===== config.mk =====
export PLATFORM = sky130hd
export DESIGN_NAME = dec4to16
export DESIGN_NICKNAME = d
export VERILOG_FILES = /design/src/rtl/dec4to16.sv
export SDC_FILE = /design/constraint.sdc
export NUM_CORES = 1
export LEC_CHECK = 0
export BUFFER_PORTS_ARGS = -buffer_cell sky130_fd_sc_hd__buf_2
export CAP_MARGIN = 25
export CORE_AREA = 8 8 45 47
export CTS_CLUSTER_SIZE = 12
export DETAILED_ROUTE_END_ITERATION = 8
export DIE_AREA = 0 0 53 55
export HOLD_SLACK_MARGIN = 0.05
export MAX_ROUTING_LAYER = met4
export PLACE_DENSITY = 0.76
export SETUP_SLACK_MARGIN = 0.2
export SLEW_MARGIN = 25
export SYNTH_ARGS = -nofsm -noshare
export SYNTH_HDL_FRONTEND = slang
export SYNTH_SLANG_ARGS = --single-unit

===== constraint.sdc =====
create_clock -name clk -period 2.3 [get_ports clk]
set_input_delay 0.345 -clock clk [delete_from_list [all_inputs] [get_ports clk]]
set_output_delay 0.345 -clock clk [all_outputs]
set_load 0.05 [all_outputs]

===== src/rtl/dec4to16.sv =====
// dec4to16 - registered 4-to-16 one-hot decoder with enable.
//
// The 4-bit select is decoded into a 16-bit one-hot word. The result is
// registered, so downstream strobes and chip selects never see
// decode glitches.
//
// Parameters:
//   ACTIVE_LOW - 0: the selected line is 1 and the others are 0.
//                1: the selected line is 0 and the others are 1.
// Ports:
//   clk   - clock; all state changes on the rising edge
//   rst   - synchronous active-high reset; takes priority over en
//   a     - select index, 0..15 (all codes are legal)
//   en    - decode enable; when low, s is forced to the idle value
//   s     - registered decoded word; s[k] corresponds to index k
//   valid - registered copy of en; high when s holds a decoded word
module dec4to16 #(
  parameter bit ACTIVE_LOW = 1'b0
) (
  input  logic        clk,
  input  logic        rst,
  input  logic [3:0]  a,
  input  logic        en,
  output logic [15:0] s,
  output logic        valid
);

  // Value of s when nothing is selected: during reset or while disabled.
  localparam logic [15:0] IDLE_WORD = ACTIVE_LOW ? 16'hFFFF : 16'h0000;

  logic [3:0]  lo_sel;   // one-hot predecode of a[1:0]
  logic [3:0]  hi_sel;   // one-hot predecode of a[3:2], gated by en
  logic [15:0] hot;      // active-high one-hot word, or zero when disabled
  logic [15:0] s_next;
  logic [15:0] s_reg;
  logic        valid_reg;

  // Two 2-to-4 predecoders. The enable is folded into the high predecoder,
  // so a disabled decode gives all-zero lines without a separate mask stage.
  genvar gi;
  generate
    for (gi = 0; gi < 4; gi++) begin : g_predec
      assign lo_sel[gi] = (a[1:0] == gi[1:0]);
      assign hi_sel[gi] = en && (a[3:2] == gi[1:0]);
    end

    // Line k is active when the high pair selects k/4 and the low pair
    // selects k%4. At most one line can satisfy both.
    for (gi = 0; gi < 16; gi++) begin : g_line
      assign hot[gi] = hi_sel[gi / 4] & lo_sel[gi % 4];
    end
  endgenerate

  // Polarity is applied before the register, so s comes straight from flops.
  assign s_next = ACTIVE_LOW ? ~hot : hot;

  always_ff @(posedge clk) begin
    if (rst) begin
      s_reg     <= IDLE_WORD;
      valid_reg <= 1'b0;
    end else begin
      s_reg     <= s_next;
      valid_reg <= en;
    end
  end

  assign s     = s_reg;
  assign valid = valid_reg;

endmodule


==> reports/qor.log <==
qor: global_route.vias_in_the_first_global_route 368
qor: pwr.largest_voltage_drop_on_the_vdd_net 0.000305 V
qor: sta.holdWs 0.266 ns
qor: pwr.power.leakage 0.310 nW
qor: cells_and_area.flow.area_growth_from_synthesis 33.9%
qor: worst_setup_path.critPathMaxStageDelay 0.32 ns
qor: logic_synthesis.synthesis.area 480 µm²
qor: drt.postRouteAntennaNets 0
qor: flow_run.max_cap_violations 0
qor: clocking.clock-sinks 17
qor: clocking.h_tree_level_count 1
qor: floorplan.die-area 2920 µm²
qor: cells_and_area.layout.cells.non_filler 84
qor: sta.rsz_0062_raised_after_global_routing no
qor: worst_setup_path.capturing_element_type_of_the_critical_path primary output
qor: worst_hold_path.hp-class in -> reg
qor: outcome.status complete, no violations
qor: sta.final_hold_viol_count 0
qor: worst_hold_path.holdPathStages 2
qor: logic_synthesis.mappedNetlistNets 48
qor: cells_and_area.finalNetCount 76
qor: sta.timing.max_slew.rel_slack 83.1%
qor: worst_setup_path.largest_fanout_on_the_critical_path 1
qor: floorplan.std_cell_rows 14
qor: drt.postRouteWirelength 1030 µm
qor: clocking.post_cts_buffers 0
qor: logic_synthesis.avgSynthCellArea 11.7 µm²
qor: floorplan.starting_utilization_of_the_core_area 34.7%
qor: cells_and_area.antenna_cells_inserted 0
qor: sta.period_minus_slack 1.21 ns
qor: worst_setup_path.cp_cell_sequence buf_2
qor: clocking.cts.root.buffer_cell clkbuf_4
qor: drt.detailed_router_s_first_iteration_violation_count 3
qor: worst_setup_path.timing.critical_path.required 1.96 ns
qor: drt.drc_violation_count_after_routing 0
qor: logic_synthesis.synth.distinct_cells 11
qor: global_route.grt-ovfl-total 0
qor: global_route.grt_util_all_layers 7.88%
qor: clocking.hold_buffers 0
qor: clocking.clock_tree_from_tritoncts built
qor: pwr.powerDensity 754 nW/µm²
qor: placement.place.gp.congestion 0.734
qor: placement.portBuffers 23
qor: worst_setup_path.crit_type reg -> out
qor: logic_synthesis.synth_sequential_area_ratio 70.8%
qor: worst_setup_path.crit_family flip-flops
qor: cells_and_area.drive_above_1_share 44.1%
qor: drt.route.detailed.wl_per_inst 12.2 µm
qor: clocking.path_clk_slew 0.09 ns
qor: logic_synthesis.ys_warn_count 0
qor: global_route.largest_net_degree_at_the_start_of_global_routing 11
qor: sta.fmax 829 MHz
qor: global_route.grt_antenna_before_repair 0
qor: drt.drtPass1Iterations 4
qor: floorplan.io_pins 24
qor: cells_and_area.largest_register_ffs 16
qor: sta.min_period_over_period 52.5%
qor: placement.dp.cells 80
qor: worst_setup_path.critPathBufInv 1
qor: worst_setup_path.worstPathArrival 0.86 ns
qor: sta.setup_tns 0 ns
qor: floorplan.chipHeight 55 µm
qor: drt.detailroute.via_count 384
qor: worst_setup_path.critical_path.startpoint_type register
qor: logic_synthesis.yosys_register_bits 17
qor: global_route.grt_pass1_wl 1550 µm
qor: sta.setup_violations 0
qor: drt.vias_per_cell 4.57
qor: sta.slew_violations 0
qor: logic_synthesis.post_synth_inst_count 41
qor: clocking.cts.path.max_buffers 2
qor: sta.worst-slew-pin-transition 0.255 ns
qor: placement.pre_cts_setup_slack 1.08 ns
qor: floorplan.die_width 53 µm
qor: worst_setup_path.worst-path-stages 1
qor: clocking.num_cts_buffers 3
qor: sta.setup_slack 1.09 ns
qor: worst_setup_path.cell_at_the_slowest_stage_of_the_critical_path dfxtp_1
qor: floorplan.floorplan.core_area 1380 µm²
qor: clocking.post_cts_resize_count 0
report_power, final:
part	internal [W]	total (W)	switching (W)
logic	0.0000116	0.0000391	0.0000275
registers	0.000298	0.000298	0.000000739
clock network	0.0000645	0.000148	0.0000830
cells in the mapped netlist:
cell / count / area share [%]
dfxtp_1: 17 / 71
nand4b_1: 1 / 1.8
nor3_1: 3 / 3.1
nand4bb_1: 2 / 4.7
nand2b_1: 1 / 1.3
nor3_2: 1 / 2.1
or2b_2: 1 / 1.8
or4b_4: 1 / 2.9
nor2_1: 12 / 9.4
nor2b_1: 1 / 1.3
nand2_1: 1 / 0.78
layout make-up:
cell class / count / area, µm²
multi-input combinational: 24 / 140
fill: 138 / 741
tap: 16 / 20.0
sequential: 17 / 340
clock buffer: 3 / 22.5
timing repair buffer: 23 / 115
clock inverter: 1 / 5.00
placed cells by master, fill, tap and decap left out, types with 2 or more instances in the layout:
cell type  Yosys  layout
dfxtp_1       17      17
buf_2          0      23
clkbuf_4       0       3
nand4bb_1      2       2
nor2_1        12      12
nor3_1         3       3
metal layers:
metal / up-vias / global-route usage, % / routed length (µm)
met2: 22 / 11.3 / 451
met4: 0 / 7.76 / 31
met3: 4 / 3.48 / 140
li1: 190 / - / -
met5: - / - / 0
met1: 168 / 7.75 / 404
cells by family (layout without fill, tap and decap cells):
kind of cell	count (synthesis)	after routing	share of synthesized area (%)
and+or+nand+nor	24	24	29.2
DFF	17	17	70.8
buffers and inverters	0	27	0
per-stage QoR:
| stage | util (%) | instance area, µm² | power, W |
|---|---|---|---|
| after floorplan | - | 480 | 0.000329 |
| after global placement | 44.5 | 616 | 0.000344 |
| after detailed placement | 44.5 | 616 | 0.000345 |
| after CTS | 46.5 | 643 | 0.000493 |
| after global routing | 46.5 | 643 | 0.000507 |
| final | 46.5 | 643 | 0.000485 |
final timing paths:
check,from,endpoint,slack [ns]
worst min-delay path,rst,valid,0.27
worst max-delay path,s[6],s[6],1.09
Note: power is estimated with default switching activity, not from simulation.
